==> src/rtl/led_pwm_driver.sv <==
// led_pwm_driver
// Brightness and blink stage between the custom_led register block and the
// board LED pins. Every lit LED is pulse-width modulated at one global duty,
// with optional blinking and output inversion. Configuration is through a
// small 2-bit Avalon-MM slave with its own chip-select.
//
// Bus handshake: there is no ready/waitrequest. A transfer happens on every
// rising clk edge where chipselect is high together with read or write. A
// write updates the addressed register on that edge. A read captures the
// addressed register into readdata on that edge, so the data is valid in the
// following cycle. When read and write hit together, readdata captures the
// value from before the write.
module led_pwm_driver #(
    parameter int NUM_LEDS = 10,
    parameter int PWM_BITS = 8
) (
    input  logic                clk,
    input  logic                reset_n,
    input  logic [1:0]          address,
    input  logic                chipselect,
    input  logic                read,
    input  logic                write,
    input  logic [31:0]         writedata,
    output logic [31:0]         readdata,
    input  logic [NUM_LEDS-1:0] led_in,
    output logic [NUM_LEDS-1:0] led_pwm
);

    // Register map
    localparam logic [1:0] ADDR_CTRL     = 2'd0;
    localparam logic [1:0] ADDR_DUTY     = 2'd1;
    localparam logic [1:0] ADDR_PRESCALE = 2'd2;
    localparam logic [1:0] ADDR_BLINK    = 2'd3;

    // DUTY comes out of reset at half brightness
    localparam logic [PWM_BITS-1:0] DUTY_RESET = PWM_BITS'(8'h80);

    // Last count value of the PWM counter; its wrap marks a frame start
    localparam logic [PWM_BITS-1:0] PWM_MAX = {PWM_BITS{1'b1}};

    // ------------------------------------------------------------------
    // Configuration registers
    // ------------------------------------------------------------------
    logic                ctrl_enable;
    logic                ctrl_blink_en;
    logic                ctrl_invert;
    logic [PWM_BITS-1:0] duty_reg;
    logic [15:0]         prescale_reg;
    logic [15:0]         blink_reg;

    // ------------------------------------------------------------------
    // Datapath state
    // ------------------------------------------------------------------
    logic [15:0]         pre_cnt;
    logic [PWM_BITS-1:0] pwm_cnt;
    logic [PWM_BITS-1:0] duty_act;
    logic [15:0]         blink_cnt;
    logic                blink_phase;

    // ------------------------------------------------------------------
    // Decoded bus strobes and internal events
    // ------------------------------------------------------------------
    logic                wr_en;
    logic                rd_en;
    logic                wr_ctrl;
    logic                wr_duty;
    logic                wr_prescale;
    logic                wr_blink;
    logic [31:0]         rd_value;
    logic                tick;
    logic                frame_wrap;
    logic                blink_wrap;
    logic                pwm_on;
    logic                blink_gate;
    logic [NUM_LEDS-1:0] led_next;

    // Upper write-data bits have no register behind them
    logic                unused_wdata;

    assign unused_wdata = ^writedata[31:16];

    // Bus strobe decode: one register select per address
    always_comb begin
        wr_en       = chipselect & write;
        rd_en       = chipselect & read;
        wr_ctrl     = 1'b0;
        wr_duty     = 1'b0;
        wr_prescale = 1'b0;
        wr_blink    = 1'b0;
        if (wr_en) begin
            case (address)
                ADDR_CTRL:     wr_ctrl     = 1'b1;
                ADDR_DUTY:     wr_duty     = 1'b1;
                ADDR_PRESCALE: wr_prescale = 1'b1;
                ADDR_BLINK:    wr_blink    = 1'b1;
                default:       wr_ctrl     = 1'b0;
            endcase
        end
    end

    // Configuration register writes; bits outside each field are dropped
    always_ff @(posedge clk or negedge reset_n) begin
        if (!reset_n) begin
            ctrl_enable   <= 1'b0;
            ctrl_blink_en <= 1'b0;
            ctrl_invert   <= 1'b0;
            duty_reg      <= DUTY_RESET;
            prescale_reg  <= 16'd0;
            blink_reg     <= 16'd0;
        end else begin
            if (wr_ctrl) begin
                ctrl_enable   <= writedata[0];
                ctrl_blink_en <= writedata[1];
                ctrl_invert   <= writedata[2];
            end
            if (wr_duty) begin
                duty_reg <= writedata[PWM_BITS-1:0];
            end
            if (wr_prescale) begin
                prescale_reg <= writedata[15:0];
            end
            if (wr_blink) begin
                blink_reg <= writedata[15:0];
            end
        end
    end

    // Read mux: unimplemented bits read as zero
    always_comb begin
        rd_value = 32'd0;
        case (address)
            ADDR_CTRL:     rd_value = {29'd0, ctrl_invert, ctrl_blink_en, ctrl_enable};
            ADDR_DUTY:     rd_value = {{(32-PWM_BITS){1'b0}}, duty_reg};
            ADDR_PRESCALE: rd_value = {16'd0, prescale_reg};
            ADDR_BLINK:    rd_value = {16'd0, blink_reg};
            default:       rd_value = 32'd0;
        endcase
    end

    // Registered read data; holds its value between reads
    always_ff @(posedge clk or negedge reset_n) begin
        if (!reset_n) begin
            readdata <= 32'd0;
        end else if (rd_en) begin
            readdata <= rd_value;
        end
    end

    // Event decode. A PRESCALE write restarts the prescaler without
    // advancing the PWM counter; a BLINK write restarts the frame count
    // without flipping the blink phase.
    always_comb begin
        tick       = ctrl_enable & ~wr_prescale & (pre_cnt == prescale_reg);
        frame_wrap = tick & (pwm_cnt == PWM_MAX);
        blink_wrap = frame_wrap & ~wr_blink & (blink_cnt == blink_reg);
    end

    // Prescaler: counts 0..PRESCALE, one tick per wrap
    always_ff @(posedge clk or negedge reset_n) begin
        if (!reset_n) begin
            pre_cnt <= 16'd0;
        end else if (!ctrl_enable || wr_prescale || tick) begin
            pre_cnt <= 16'd0;
        end else begin
            pre_cnt <= pre_cnt + 16'd1;
        end
    end

    // PWM counter: advances once per tick and wraps at the end of a frame
    always_ff @(posedge clk or negedge reset_n) begin
        if (!reset_n) begin
            pwm_cnt <= '0;
        end else if (!ctrl_enable) begin
            pwm_cnt <= '0;
        end else if (tick) begin
            pwm_cnt <= pwm_cnt + 1'b1;
        end
    end

    // Duty shadow: follows DUTY while idle, otherwise only at frame start,
    // so a mid-frame DUTY write never glitches the running frame
    always_ff @(posedge clk or negedge reset_n) begin
        if (!reset_n) begin
            duty_act <= DUTY_RESET;
        end else if (!ctrl_enable || frame_wrap) begin
            duty_act <= duty_reg;
        end
    end

    // Blink frame counter: counts frames 0..BLINK
    always_ff @(posedge clk or negedge reset_n) begin
        if (!reset_n) begin
            blink_cnt <= 16'd0;
        end else if (!ctrl_enable || wr_blink) begin
            blink_cnt <= 16'd0;
        end else if (frame_wrap) begin
            if (blink_cnt == blink_reg) begin
                blink_cnt <= 16'd0;
            end else begin
                blink_cnt <= blink_cnt + 16'd1;
            end
        end
    end

    // Blink phase: starts in the visible phase and flips on each blink wrap
    always_ff @(posedge clk or negedge reset_n) begin
        if (!reset_n) begin
            blink_phase <= 1'b1;
        end else if (!ctrl_enable) begin
            blink_phase <= 1'b1;
        end else if (blink_wrap) begin
            blink_phase <= ~blink_phase;
        end
    end

    // Per-LED drive: lit LEDs gated by PWM and blink, then optional inversion
    always_comb begin
        pwm_on     = (pwm_cnt < duty_act);
        blink_gate = ~ctrl_blink_en | blink_phase;
        led_next   = {NUM_LEDS{ctrl_invert}}
                   ^ (led_in & {NUM_LEDS{ctrl_enable & pwm_on & blink_gate}});
    end

    // Output register: one clock from led_in and config to the pins
    always_ff @(posedge clk or negedge reset_n) begin
        if (!reset_n) begin
            led_pwm <= '0;
        end else begin
            led_pwm <= led_next;
        end
    end

endmodule
==> config.mk <==
export PLATFORM = sky130hd
export DESIGN_NAME = led_pwm_driver
export DESIGN_NICKNAME = d
export VERILOG_FILES = /design/src/rtl/led_pwm_driver.sv
export SDC_FILE = /design/constraint.sdc
export NUM_CORES = 1
export LEC_CHECK = 0
export CAP_MARGIN = 30
export CORE_MARGIN = 4
export CORE_UTILIZATION = 55
export CTS_CLUSTER_DIAMETER = 50
export DETAILED_ROUTE_END_ITERATION = 7
export DONT_BUFFER_PORTS = 1
export PLACE_DENSITY = 0.68
export SLEW_MARGIN = 20
export SYNTH_ARGS = -nofsm -noshare
export SYNTH_HDL_FRONTEND = slang
export SYNTH_SLANG_ARGS = --single-unit
==> constraint.sdc <==
create_clock -name clk -period 2.9 [get_ports clk]
set_clock_uncertainty 0.15 [all_clocks]
set_input_delay 0.87 -clock clk [delete_from_list [all_inputs] [get_ports clk]]
set_output_delay 0.87 -clock clk [all_outputs]
set_load 0.01 [all_outputs]
==> results.json <==
{
  "synth_cell_types": 42,
  "synth.avg_cell_area_um2": 11.1,
  "numCtsBuffers": 17,
  "multi_input_area_mm2": 0.00278,
  "p_per_area_mw_per_mm2": 730,
  "synth_top_flop_cell": "dfrtp_1",
  "hold_viol_final": 115,
  "postCtsSetupBuffers": 0,
  "root_buffer": "clkbuf_8",
  "p_clk_frac": 0.384,
  "wl_per_cell_um": 18.7,
  "vias_per_cell": 5.84,
  "p_seq_frac": 0.479,
  "ys_warn_count": 0,
  "maxSlewHeadroom": 0.517,
  "core-area_mm2": 0.0104,
  "cts_sinks": 118,
  "boundaryPins": 91,
  "ys_seq_area_frac": 0.500,
  "dp_cells": 651,
  "critPathMaxStageDelay_ns": 0.60,
  "ff_latch_area_mm2": 0.00296,
  "synth-async-reset-ratio": 1.00,
  "grt-ovfl-total": 0,
  "slowest_stage": "or4_1",
  "path_max_fanout": 15,
  "hold_class": "in -> async",
  "grt_max_degree": 119,
  "dp_hpwl_mm": 8.79,
  "postCtsResizedCells": 0,
  "drv_slew": 0,
  "leakage_nw": 2.79,
  "min_period_ns": 2.52,
  "finalSetupTns_ns": 0,
  "cap_viol_max_count": 0,
  "htreeDepth": 4,
  "diodes": 0,
  "portBuffers": 0,
  "switching_share": 0.279,
  "status": "complete, but fails checks",
  "startpoint_type": "flop",
  "cts_tree": "done",
  "synth_edf_count": 0,
  "rows": 37,
  "die_area_mm2": 0.0125,
  "num_vias": 3984,
  "ys_ff_latch": 118,
  "syn-cell-area_mm2": 0.00591,
  "required_ns": 3.20,
  "die_w_um": 112,
  "tightest_slew_ns": 0.723,
  "rsz0062_at_grt": "false",
  "crit_chain": "xnor2_1 > nand4_1 > nor4_4 > nand4b_2 > or4_1 > a21oi_1",
  "drtIter0Drc": 201,
  "routed_wl_mm": 12.7,
  "gp_congestion": 0.840,
  "pwr-share-comb": 0.137,
  "period_share": 0.870,
  "ir_worst_vdd_mv": 0.565,
  "fin_hold_ws_ns": -0.114,
  "grt_first_pass_wirelength_mm": 21.1,
  "grt_use_total": 0.217,
  "layout-drive-gt1-share": 0.200,
  "start_util": 0.568,
  "cts.clk_slew.worst_paths_ns": 0.06,
  "drtPass1Iterations": 4,
  "crit_path_end_kind": "flop",
  "ant_nets": 0,
  "synth_top_area_cell": "dfrtp_1",
  "max_freq_ghz": 0.396,
  "layout.nets": 593,
  "clock_path_buffers": 2,
  "final_cell_area_mm2": 0.00650,
  "fill_cells": 845,
  "place_area_mm2": 0.00598,
  "grt_pass1_vias": 4162,
  "violations": "hold timing",
  "power.switching_mw": 1.32,
  "setup_violations": 0,
  "yosysTopAreaCellShare": 0.487,
  "syn-instance-count": 531,
  "drt_drc_violations_left": 0,
  "insertion_delay_ns": 0.53,
  "grt_antenna_before_repair": 0,
  "intPower_mw": 3.42,
  "syn_to_final_growth_pct": 9.97,
  "dieHeight_um": 112,
  "path_class": "reg -> reg",
  "crit_arrival_ns": 2.82,
  "final_cells": 682,
  "synth.area.top_cells": "dfrtp_1 (49%), mux2_2 (11%), xnor2_1 (5.8%)"
}
## cells in the final DEF, fill, tap and decap left out, types with 2 or more instances in the layout
| master | netlist | routed |
|---|---|---|
| a21boi_0 | 11 | 11 |
| a21oi_1 | 21 | 21 |
| a22oi_1 | 5 | 5 |
| a31oi_1 | 7 | 7 |
| and2_1 | 5 | 5 |
| and3_1 | 16 | 16 |
| buf_4 | 16 | 7 |
| clkbuf_1 | 13 | 3 |
| clkbuf_16 | 0 | 16 |
| clkbuf_8 | 0 | 4 |
| clkinv_2 | 0 | 4 |
| clkinvlp_4 | 0 | 3 |
| conb_1 | 1 | 16 |
| dfrtp_1 | 115 | 115 |
| dfstp_2 | 3 | 3 |
| ha_1 | 10 | 10 |
| inv_1 | 8 | 8 |
| mux2_2 | 59 | 59 |
| mux2i_1 | 10 | 10 |
| mux4_2 | 3 | 3 |
| nand2_1 | 35 | 35 |
| nand2b_1 | 4 | 4 |
| nand3_1 | 20 | 20 |
| nand4_1 | 12 | 12 |
| nor2_1 | 22 | 22 |
| nor2b_1 | 3 | 3 |
| nor3_1 | 2 | 2 |
| o211ai_1 | 3 | 3 |
| o21ai_0 | 34 | 34 |
| o31ai_1 | 2 | 2 |
| or3_1 | 12 | 12 |
| or3b_1 | 3 | 3 |
| or3b_2 | 4 | 4 |
| xnor2_1 | 39 | 39 |
| xor2_1 | 16 | 16 |
## synth_stat cells (7+ instances only)
master,n
a21boi_0,11
a21oi_1,21
a31oi_1,7
and3_1,16
buf_4,16
clkbuf_1,13
dfrtp_1,115
ha_1,10
inv_1,8
mux2_2,59
mux2i_1,10
nand2_1,35
nand3_1,20
nand4_1,12
nor2_1,22
o21ai_0,34
or3_1,12
xnor2_1,39
xor2_1,16
## power groups by stage
stage	registers (mW)	logic (mW)	clock network [mW]
floorplan	2.18	0.604	0
global placement	2.29	0.627	0
detailed placement	2.30	0.657	0
CTS	2.28	0.662	1.85
global route	2.31	0.739	1.95
finish	2.27	0.652	1.82
## layer usage
metal | routed length, um | GRT usage
met2 | 6280 | 0.351
met5 | 0 | 0
met3 | 663 | 0.0826
met4 | 354 | 0.0925
met1 | 5430 | 0.261
## final cells by class
type | count | share of cell area
repair buffers | 7 | 0.00808
flip-flops and latches | 118 | 0.455
clock buffers | 23 | 0.0718
inverters | 8 | 0.00462
well taps | 136 | 0.0262
multi-input cells | 382 | 0.427
clock inverters | 8 | 0.00789
## stage by stage
stage	utilization	total power, mW	hold slack [ns]	setup WS (ns)
3_3_place_gp	0.575	2.92	0.345	0.180
6_report	0.624	4.75	-0.114	0.377
2_1_floorplan	-	2.79	0.316	0.459
5_1_grt	0.624	4.99	-0.150	0.211
4_1_cts	0.624	4.79	-0.134	0.349
3_5_place_dp	0.575	2.96	0.348	0.176
## worst paths after layout
| kind | startpoint | end | slack, ns | cells after the start |
|---|---|---|---|---|
| worst max-delay path | prescale_reg[9]$_DFFE_PN0P_ | blink_cnt[5]$_DFFE_PN0P_ | 0.38 | 6 |
| worst min-delay path | reset_n | pwm_cnt[0]$_DFFE_PN0P_ | -0.11 | 0 |
| min in group clk | writedata[15] | prescale_reg[15]$_DFFE_PN0P_ | 0.34 | 1 |
| worst min register to register | duty_act[4]$_DFFE_PN0P_ | duty_act[4]$_DFFE_PN0P_ | 0.36 | 1 |
| worst max register to register | prescale_reg[9]$_DFFE_PN0P_ | blink_cnt[5]$_DFFE_PN0P_ | 0.38 | 6 |
| max in group asynchronous | reset_n | duty_reg[7]$_DFFE_PN1P_ | 2.46 | 0 |
## cell families (layout without fill, tap and decap cells)
kind of cell	after synthesis	count (layout)	share of synthesized area
AND/OR/NAND/NOR	145	145	0.134
AO/OA/AOI/OAI	84	84	0.0819
other	1	16	0.000634
buffers and inverters	46	46	0.0402
multiplexers	72	72	0.141
flip-flops	118	118	0.500
XOR/XNOR	55	55	0.0815
adder cells (fa/ha/maj)	10	10	0.0212
## critical path, delay by kind of cell, from the launching register on
kind / cells / cell delay [ns]
flip-flops: 1 / 0.42
XOR/XNOR: 1 / 0.18
AND/OR/NAND/NOR: 4 / 1.53
AO/OA/AOI/OAI: 1 / 0.15
No activity file was read; power rests on OpenSTA's default activity.
